`config.mk`:
```
export PLATFORM = sky130hd
export DESIGN_NAME = dot_accumulator
export DESIGN_NICKNAME = d
export VERILOG_FILES = /design/src/rtl/dot_accumulator.sv
export SDC_FILE = /design/constraint.sdc
export NUM_CORES = 1
export LEC_CHECK = 0
export ABC_AREA = 1
export CORE_MARGIN = 3
export CORE_UTILIZATION = 61
export DETAILED_ROUTE_END_ITERATION = 8
export PLACE_DENSITY = 0.92
export SETUP_SLACK_MARGIN = 0.02
export SLEW_MARGIN = 10
export SYNTH_ARGS = -nofsm -noshare
export SYNTH_HDL_FRONTEND = slang
export SYNTH_SLANG_ARGS = --single-unit
```
`constraint.sdc`:
```
create_clock -name clk -period 4.6 [get_ports clk]
set_input_delay 0.92 -clock clk [delete_from_list [all_inputs] [get_ports clk]]
set_output_delay 0.92 -clock clk [all_outputs]
set_load 0.01 [all_outputs]
```
`src/rtl/dot_accumulator.sv`:
```
`default_nettype none
// +--------------------------------------------------------------------------+
// | Module   : dot_accumulator                                               |
// | Brief    : Sums a stream of unsigned products into a wide accumulator and |
// |            presents each finished dot product through a one-entry        |
// |            valid/ready output register.                                  |
// | Options  : DOT_ACC_SATURATE_EN - clamp the sum on overflow (default wrap) |
// | Revision : 1.0 - initial release                                         |
// +--------------------------------------------------------------------------+
module dot_accumulator #(
  parameter int PROD_W = 64,
  parameter int ACC_W  = 72,
  parameter int CNT_W  = 9
) (
  input  logic              clk,
  input  logic              rst,
  input  logic              p_valid,
  output logic              p_ready,
  input  logic [PROD_W-1:0] p_data,
  input  logic              p_last,
  output logic              dot_valid,
  input  logic              dot_ready,
  output logic [ACC_W-1:0]  dot_data,
  output logic [CNT_W-1:0]  dot_count,
  output logic              dot_ovf
);

  typedef enum logic [0:0] {
    EMPTY = 1'b0,
    ACCUM = 1'b1
  } state_t;

  state_t             state;
  logic [ACC_W-1:0]   acc;
  logic [CNT_W-1:0]   cnt;
  logic               ovf_sticky;

  logic               accept;
  logic [ACC_W-1:0]   base;
  logic [ACC_W-1:0]   addend;
  logic [ACC_W:0]     raw_sum;
  logic               next_ovf;
  logic [ACC_W-1:0]   next_acc;
  logic [CNT_W-1:0]   next_cnt;

  // The output register can always take a new result unless it is stalled.
  assign p_ready = !(dot_valid && !dot_ready);
  assign accept  = p_valid && p_ready;

  // Next partial sum, count and overflow for a beat accepted this cycle.
  always_comb begin
    base     = (state == ACCUM) ? acc : '0;
    addend   = ACC_W'(p_data);
    raw_sum  = {1'b0, base} + {1'b0, addend};
    // Sticky flag is only ever set while accumulating, so EMPTY contributes 0.
    next_ovf = ovf_sticky || raw_sum[ACC_W];
`ifdef DOT_ACC_SATURATE_EN
    // Once clamped, the sum stays at full scale for the rest of this product.
    next_acc = next_ovf ? {ACC_W{1'b1}} : raw_sum[ACC_W-1:0];
`else
    next_acc = raw_sum[ACC_W-1:0];
`endif
    if (state == EMPTY) begin
      next_cnt = CNT_W'(1);
    end else if (cnt == {CNT_W{1'b1}}) begin
      next_cnt = cnt;
    end else begin
      next_cnt = cnt + CNT_W'(1);
    end
  end

  // Accumulator FSM plus the one-entry result register.
  always_ff @(posedge clk) begin
    if (rst) begin
      state      <= EMPTY;
      acc        <= '0;
      cnt        <= '0;
      ovf_sticky <= 1'b0;
      dot_valid  <= 1'b0;
      dot_data   <= '0;
      dot_count  <= '0;
      dot_ovf    <= 1'b0;
    end else begin
      if (accept) begin
        if (p_last) begin
          dot_data   <= next_acc;
          dot_count  <= next_cnt;
          dot_ovf    <= next_ovf;
          state      <= EMPTY;
          acc        <= '0;
          cnt        <= '0;
          ovf_sticky <= 1'b0;
        end else begin
          acc        <= next_acc;
          cnt        <= next_cnt;
          ovf_sticky <= next_ovf;
          state      <= ACCUM;
        end
      end
      // A last beat reloads the register even as the old result drains.
      if (accept && p_last) begin
        dot_valid <= 1'b1;
      end else if (dot_ready) begin
        dot_valid <= 1'b0;
      end
    end
  end

endmodule
`default_nettype wire

```
======== After elaboration in Yosys (flattened, before gate mapping) ========
Index checks and enable logic that the tools add are counted.
storage, ports and cells
  ROM bits ................................ 0
  latch bits .............................. 0
  bits in writable memories ............... 0
  input bits .............................. 69
  bits in registers ....................... 166
  memories ................................ 0
cells by class
  reductions and logical operators ........ 8
  divide/modulo/power cells ............... 0
  shifts and indexed selects .............. 0
  mux-type cells .......................... 9
  order comparisons ....................... 0
  multiply operators ...................... 0
  bitwise operators ....................... 0
  equality and inequality tests ........... 1
  add/sub/neg operators ................... 2
operator list
  operator               number
  $mux W72               2
  $add A72 B64 Y73       1
  $mux W9                3
  $add A9 B1 Y9 const B  1
  $eq A9 B9 Y1 const B   1
  $mux W1                4
  $logic_and A1 B1 Y1    3
  $logic_not A1 Y1       2
  $reduce_and A2 Y1      1
  $reduce_bool A2 Y1     1
  $logic_or A1 B1 Y1     1

======== Depth between registers and ports, before layout ========
Gate-level depths: netlist (run 1).
  word-level depth ........................ 6
  gate-level depth with buffers ........... 22
  depth with buffers taken out ............ 19

======== Worst setup path before layout (run 1) ========
No wires, ideal clock.
  path type ............................... flip-flop to flip-flop
  start point ............................. register state
  end point ............................... register acc[62]
  setup slack ............................. 1626 ps
  library setup time ...................... 132 ps
  clock period less this slack ............ 2974 ps
  arrival time ............................ 2842 ps
  stages on the path, launching flop included .. 23
  cells stage by stage .................... dfxtp_1 -> buf_6 -> clkbuf_1 -> buf_1 -> nand2_1 -> inv_1 -> ha_1 -> inv_1 -> fa_1 -> inv_1 -> nand3_1 -> nand2_2 -> nand2_1 -> nand2_1 -> nand3_1 -> nand2_1 -> nand2_1 -> nand2_2 -> nand2_1 -> nand2_1 -> nand2_1 -> nand3_1 -> a21oi_1
between the ends
  longest elaborated chain between the ends .. 3
RTL lines
  element                 line  text
  start, declared         33    state_t state;
  start signal, assigned  75    state <= EMPTY;
  start signal, assigned  89    state <= EMPTY;
  start signal, assigned  97    state <= ACCUM;
  $mux W72                52    base = (state == ACCUM) ? acc : '0;
  $add A72 B64 Y73        54    raw_sum = {1'b0, base} + {1'b0, addend};
  $mux W72                85    if (p_last) begin
  end signal, assigned    94    acc <= next_acc;
  end, declared           34    logic [ACC_W-1:0] acc;
No other way between the ends.
A chain may end at the register's enable or synchronous reset.

======== Worst setup path in the final report (run 1) ========
  start point ............................. register state
  end point ............................... register acc[55]
The elaborated chain is that of the path after synthesis.

==> summary by stage, run 1 <==
Routing
The met2 wire length is 18580 um. After detailed routing, no signal wire sits above met4. The ratio of routed vias to standard cells is 5.584. Dividing the detail-routed wire length by the instance count gives 17.20 um. For this run, design rule violations remaining after detail routing come to 0. The via total after detailed routing is 13610.

The met3 wire length is 4320 um. For this block, the initial DRC count from the detailed router was 1404. The count of nets left with antenna violations after detail routing is 0. The first detailed-routing pass took 6 iterations. The detailed-routing wirelength on met1 is 17490 um. Summed over all layers, the routed wires come to 41930 um.

Yosys
The biggest area contributor in the post-synthesis netlist is sky130_fd_sc_hd__dfxtp_1. For this run, the leading register cell type out of synthesis is sky130_fd_sc_hd__dfxtp_1. The most frequent cell after synthesis is sky130_fd_sc_hd__nand2_1.

The post-synthesis area per instance is 5.927 um2. In this run, distinct cell masters in the synthesized netlist total 38. By area the synthesized netlist is led by sky130_fd_sc_hd__dfxtp_1 (28%), sky130_fd_sc_hd__nand2_1 (24%), sky130_fd_sc_hd__inv_1 (11%).

The commonest cells after synthesis are sky130_fd_sc_hd__nand2_1 (759), sky130_fd_sc_hd__inv_1 (347), sky130_fd_sc_hd__dfxtp_1 (166), sky130_fd_sc_hd__a21oi_1 (163), sky130_fd_sc_hd__nor2_1 (138). The number of synthesized register bits is 166. The gate count of the mapped netlist is 2035.

The count of synthesis-stage warnings from yosys is 0. The share of synthesized area in the top cell type comes to 0.2755. The total nets after synthesis is 2170. The sequential share of the synthesized area is 0.2755.

Counting flops with an async set or reset pin after synthesis yields a share of 0. Yosys mapped a number of flops with a built-in enable equal to 0. The area of the mapped netlist is 12060 um2.

Clock network
Clock-pin slew was measured on the worst setup and hold paths at 80 ps. CTS placed an instance of sky130_fd_sc_hd__clkbuf_16 at the clock tree root. Post-CTS repair changed the size of 0 cells. The clock net in this run drives a total of 166 sinks. The quantity of hold-fixing buffers added after cts is 0. The number of buffers on the longest clock path is 2. Post-CTS timing repair inserted 0 buffers for setup.

TritonCTS built the clock tree. The CTS buffer count is 17. The clock reaches the later pin of the worst-skew pair after 450 ps.

The H-tree generated during clock tree synthesis spans 4 levels.

Timing
The highest attainable clock frequency is 285.4 MHz. The worst path meets setup with 1096 ps of slack. The number of max-slew violations in the final report is 0. The headroom to the max-slew limit is 0.2809.

The final number of hold-violating endpoints is 0. At the pin with the least slew margin, the transition time is 1079 ps. Between clock sinks in the finished design, the worst skew comes to 14.69 ps. The sum of negative setup slack is 0 ps. The post-route fraction of the period consumed by the critical path is 0.7617. The time the final worst path needs with I/O delays and setup is 3504 ps. Setup repair after global routing left no endpoint under its margin. Setup violations remaining at the end of the flow were counted as 0.

Finish
For this run, the share of the core covered by cells in the final layout is 0.7567. Once layout is complete, the cells apart from fillers number 2438. For this run, the post-layout net count is 2300. Relative to the synthesized area, the layout overhead comes to 19.70%. The proportion of layout cells with a drive suffix above 1 is 0.04913. The repair_antennas step left the layout with diodes totalling 0.

Global routing
The initial antenna violation count was 0. The final global-route overflow total is 0. Across every metal layer, demand over resource in global routing totals 0.3827.

The via count of the first global-routing pass is 12920. The first global-routing pass estimated 66450 um of wire. Entering global routing, the biggest net connects 83 pins.

Die
The die covers 21500 um2. The effective utilization at floorplan is 0.6321. The horizontal die dimension is 146.6 um. After floorplanning, the core was sized to cover 19080 um2. The floorplan has 50 rows. The number of top-level pins is 153. The die height is 146.6 um.

Power and ir drop
For this design the ratio of total power to cell area is 253.6 nW/um2. For this design the static power due to leakage is 7.382 nW. The maximum ir drop on the vdd rail is 0.3675 mV.

Critical path
STA classifies the critical path startpoint as a flip-flop. Counting both buffers and inverters, the worst setup path holds a total of 3. The signal arrival time at the worst endpoint is 3870 ps. Walking the worst path, the cells encountered are buf_4 > nand2_1 > inv_1 > ha_1 > nand2_1 > inv_1 > a21oi_1 > o21ai_0 > a21oi_1 > nand2_1 > nand2_1 > nand2_1 > nand2_1 > nand3_1 > a21oi_1. The delay contributed by the slowest stage of the critical path is 900 ps. The worst setup path is of the reg2reg kind.

The required time at the endpoint of the critical path is 4970 ps. Broken down by cell family, the worst path's largest delay share belongs to flip-flops. The type of destination of the critical path is a flip-flop.

The total stage count of the critical path is 15. The worst-path maximum fanout is 34. The cell occurring most often along the worst timing path is sky130_fd_sc_hd__nand2_1. Among all stages on the critical path, the largest delay is contributed by sky130_fd_sc_hd__dfxtp_2. For the worst flop-to-flop path, the logic depth is 15.

Place
At the placement stage, the worst setup path has a slack of 1023 ps. The number of port buffers is 152. The half-perimeter wire length after placement is 31350 um. The cell total after placement is 2406.

Routability-driven placement finished with a final weighted congestion of 1.004.

Outcome
The flow ran to the end, and the final reports show no timing, DRC or antenna violations.

Min path
The path type of the worst min-delay path is reg2reg. Along the worst hold path, the cell count comes to 2.

Flow run
The number of max-cap violations is 0.
==> logic make-up after synthesis <==
| family | count (synthesis) | synth area share |
|---|---|---|
| AO/OA/AOI/OAI | 257 | 0.1225 |
| XOR/XNOR | 41 | 0.03039 |
| adder cells (fa/ha/maj) | 66 | 0.06909 |
| buffers and inverters | 406 | 0.1275 |
| flip-flops | 166 | 0.2755 |
| AND/OR/NAND/NOR | 1099 | 0.3750 |
==> layout by cell type, fill, tap and decap left out, types with 6 or more instances in the layout <==
| master | instances |
|---|---|
| sky130_fd_sc_hd__a21oi_1 | 163 |
| sky130_fd_sc_hd__a22o_1 | 43 |
| sky130_fd_sc_hd__buf_4 | 7 |
| sky130_fd_sc_hd__clkbuf_16 | 17 |
| sky130_fd_sc_hd__clkdlybuf4s50_1 | 151 |
| sky130_fd_sc_hd__clkinv_8 | 6 |
| sky130_fd_sc_hd__dfxtp_1 | 165 |
| sky130_fd_sc_hd__ha_1 | 65 |
| sky130_fd_sc_hd__inv_1 | 347 |
| sky130_fd_sc_hd__inv_2 | 9 |
| sky130_fd_sc_hd__nand2_1 | 758 |
| sky130_fd_sc_hd__nand2_2 | 22 |
| sky130_fd_sc_hd__nand3_1 | 118 |
| sky130_fd_sc_hd__nand3_2 | 7 |
| sky130_fd_sc_hd__nor2_1 | 136 |
| sky130_fd_sc_hd__nor2_2 | 12 |
| sky130_fd_sc_hd__nor3_1 | 11 |
| sky130_fd_sc_hd__nor4_1 | 9 |
| sky130_fd_sc_hd__o21ai_0 | 39 |
| sky130_fd_sc_hd__xnor2_1 | 8 |
| sky130_fd_sc_hd__xor2_1 | 32 |
==> area by class of cell <==
| type | instances | area, um2 |
|---|---|---|
| clock inverters | 15 | 198.9 |
| clock buffers | 17 | 425.4 |
| repair buffers | 161 | 1609 |
| multi-input cells | 1463 | 7218 |
| well taps | 260 | 325.3 |
| fillers | 1530 | 4643 |
| flip-flops and latches | 166 | 3324 |
| inverters | 356 | 1336 |
==> routing by layer <==
metal  vias up  track usage
met1      6139       0.5144
met2       786       0.6121
met4         0       0.1533
met5         -            0
met3       117      0.06549
li1       6572            -
==> report_power, final <==
group	total [mW]	switching (mW)	internal [mW]
clock network	1.52	0.768	0.748
logic	0.608	0.371	0.237
registers	1.54	0.0429	1.49
total	3.66	1.18	2.48
==> per-stage QoR <==
stage,hold WS (ps),power (mW),instance area (um2)
6_report,453.3,3.661,14440
5_1_grt,473.6,3.763,14440
4_1_cts,453.9,3.648,14440
3_5_place_dp,438.3,2.157,13810
3_3_place_gp,436.4,2.141,13810
2_1_floorplan,445.4,1.901,12060
==> state kept, by name, indices dropped and copies added (netlist names) <==
signal	cells
acc	72
cnt	9
dot_count	9
dot_data	72
dot_ovf	1
dot_valid	1
ovf_sticky	1
state	1
==> worst paths after layout <==
check	to	slack, ps	start
min	dot_data[66]	450	dot_data[66]
min reg2reg	dot_data[66]	450	dot_data[66]
max	acc[55]	1100	state
max reg2reg	acc[55]	1100	state
==> tightest hold or removal path, delay by kind of cell, from the launching register on <==
| family | cells | cell delay [ps] |
|---|---|---|
| flops | 1 | 310 |
| simple gates | 2 | 100 |
No activity file was read; power rests on OpenSTA's default activity.
==> run 2, diff against run 1 <==
CORE_UTILIZATION = 57   (was 61)
PLACE_DENSITY = 0.87   (was 0.92)
clock period = 3.38 ns   (was 4.6 ns; I/O delays follow)
==> summary by stage, run 2 (synthesized netlist as in run 1, its figures left out) <==
Outcome
Status: finished, final reports clean (unchanged).

Clock network
The quantity of hold-fixing buffers added after cts is 0 (unchanged). The buffer count from post-CTS setup fixing is 0 (unchanged). The clock sink count came to 166 (unchanged). The CTS buffer count is 17 (unchanged). The clock network latency to the later pin of the worst-skew pair is 450 ps (about the same).

The clock tree root buffer cell is sky130_fd_sc_hd__clkbuf_16 (unchanged). The clock-pin slew reported for the worst setup and hold paths after clock tree synthesis is 80 ps (about the same). The post-cts gate resize count was 0 (unchanged). The number of buffers on the longest clock path is 2 (unchanged).

The clock tree from TritonCTS is done (unchanged). The number of H-tree levels is 4 (unchanged).

Finish
The final layout net count is 2316 (was 2300). The filler cell count in the final layout is 1816 (was 1530). Commonest non-fill, non-tap cells in the layout: sky130_fd_sc_hd__nand2_1 (758), sky130_fd_sc_hd__inv_1 (347), sky130_fd_sc_hd__dfxtp_1 (165), sky130_fd_sc_hd__a21oi_1 (163), sky130_fd_sc_hd__clkdlybuf4s50_1 (151) (unchanged). The proportion of layout cells with a drive suffix above 1 is 0.05606 (was 0.04913). Largest registers ranked by flip-flop count: acc: 72 flops, dot_data: 72 flops (unchanged). The relative area change from synthesis to final layout is 21.20% (was 19.70%). The most common library cell in the layout ignoring fill and taps is sky130_fd_sc_hd__nand2_1 (unchanged). The final antenna diode count is 0 (unchanged).

Place
The global placer's final weighted congestion is 1.023 (was 1.004). The half-perimeter wire length after placement is 31750 um (was 31350 um). The number of port buffers is 152 (unchanged).

Power and ir drop
The power density over the cells is 341.3 nW/um2 (was 253.6 nW/um2). The static leakage is 7.474 nW (was 7.382 nW). The maximum ir drop on the vdd rail is 0.3716 mV (was 0.3675 mV).

Die
The horizontal die dimension is 151.5 um (was 146.6 um). The die height was 151.5 um (was 146.6 um). The number of rows in the core area is 52 (was 50). The effective utilization at floorplan was 0.5885 (was 0.6321).

The floorplan die area is 22940 um2 (was 21500 um2). The number of top-level pins is 153 (unchanged). The core outline area is 20490 um2 (was 19080 um2).

Timing
The smallest hold slack is 455.7 ps (was 453.3 ps). The number of max-slew violations in the final report is 0 (unchanged). For this run, the top clock speed supported by timing is 346.0 MHz. The post-route fraction of the period consumed by the critical path is 0.8551. Unrepaired setup endpoints after global routing: false (unchanged). The actual slew at the worst max-slew pin is 1086 ps (was 1079 ps). The final number of hold-violating endpoints was 0 (unchanged). The time the final worst path needs with I/O delays and setup is 2890 ps.

The sum of negative setup slack is 0 ps (unchanged). The clock tree skew after final layout is 18.88 ps (was 14.69 ps). The headroom to the max-slew limit came to 0.2757 (was 0.2809). The final count of negative-setup-slack endpoints was 0 (unchanged).

Critical path
The type of destination of the critical path was a flip-flop (unchanged). The element type at the critical path start is an input pin (was flip-flop). The required time at the endpoint of the critical path is 3750 ps (was 4970 ps). The signal arrival time at the worst endpoint is 3260 ps (was 3870 ps). The worst-path maximum fanout is 6 (was 34). The worst setup path category is in2reg (was reg2reg).

Global routing
The total routing resource utilization after global routing is 0.3625 (was 0.3827). The final global-route overflow total is 0 (unchanged). The initial antenna violation count is 0 (unchanged).

The global-route wire length before repair is 65250 um (was 66450 um). The pin count of the biggest net entering global routing is 84 (was 83). The via count of the first global-routing pass is 12850 (was 12920).

Routing
The total detailed-routing wirelength was 41890 um (was 41930 um). The first-pass detailed-route iteration total is 6 (unchanged). The via total after detailed routing is 13480 (was 13610).

The count of nets left with antenna violations after detail routing is 0 (unchanged). The wire length per cell after detailed routing was 17.00 um (was 17.20 um). The ratio of routed vias to standard cells is 5.469 (was 5.584). The DRC violations left is 0 (unchanged). The iteration-0 DRC count of the detailed router is 1149 (was 1404).

Flow run
The number of max-cap violations is 0 (unchanged).

Min path
The path type of the worst min-delay path is reg2reg (unchanged).
==> run 2: cell count changes in the layout (fill, tap and decap cells not counted) <==
cell,previous run,this run
sky130_fd_sc_hd__clkinvlp_4,0,1
sky130_fd_sc_hd__buf_4,7,19
sky130_fd_sc_hd__inv_12,2,1
sky130_fd_sc_hd__clkinv_8,6,7
sky130_fd_sc_hd__buf_12,2,6
sky130_fd_sc_hd__clkinv_4,3,2
==> run 2: worst paths after layout <==
kind	from	end	slack, ps	depth (start not counted)
max	p_data[0]	acc[32]	490	14
min	dot_data[61]	dot_data[61]	460	2
max reg2reg	state	acc[37]	490	16
min reg2reg	dot_data[61]	dot_data[61]	460	2
==> run 2: layout make-up <==
| type | instances | area [um2] | area share |
|---|---|---|---|
| clock inverters | 15 | 197.7 | 0.01352 |
| multi-input cells | 1463 | 7218 | 0.4938 |
| repair buffers | 177 | 1779 | 0.1217 |
| flip-flops and latches | 166 | 3324 | 0.2274 |
| clock buffers | 17 | 425.4 | 0.02910 |
| well taps | 270 | 337.8 | 0.02311 |
| inverters | 356 | 1336 | 0.09141 |
==> run 2: layer usage <==
metal  vias to the layer above  wire length (um)  global-route usage
met3                        94              3920             0.07317
met2                       689             18810              0.5864
met5                         -                 0                   0
met4                         0              1474              0.1392
met1                      6088             17680              0.4769
li1                       6604                 -                   -
==> run 2: where the power goes <==
group	internal [mW]	switching, mW
registers	2.03	0.0472
logic	0.335	0.509
clock network	1.01	1.05
==> run 2: critical path: stages <==
cell and delay, ps:
sky130_fd_sc_hd__clkdlybuf4s50_1 490, sky130_fd_sc_hd__ha_1 220, sky130_fd_sc_hd__inv_1 70, sky130_fd_sc_hd__fa_1 400
sky130_fd_sc_hd__inv_1 90, sky130_fd_sc_hd__nand3_1 80, sky130_fd_sc_hd__nand2_2 140, sky130_fd_sc_hd__a21oi_1 140
sky130_fd_sc_hd__o21ai_2 180, sky130_fd_sc_hd__nand2_1 60, sky130_fd_sc_hd__nand2_1 220, sky130_fd_sc_hd__xor2_1 270
sky130_fd_sc_hd__nand2_1 80, sky130_fd_sc_hd__a21oi_1 140
==> run 2: through the flow <==
stage | total power, mW | instance area [um2] | utilization | std cells | setup slack (ps)
final | 4.990 | 14620 | 0.7133 | 2464 | 489.9
after global routing | 5.135 | 14620 | 0.7133 | 2464 | 219.3
after CTS | 4.971 | 14620 | 0.7133 | 2464 | 496.9
after detailed placement | 2.947 | 14000 | 0.6829 | 2432 | 65.28
after global placement | 2.929 | 14000 | 0.6829 | 2432 | 127.9
after floorplan | 2.587 | 12060 | - | 2035 | 405.6
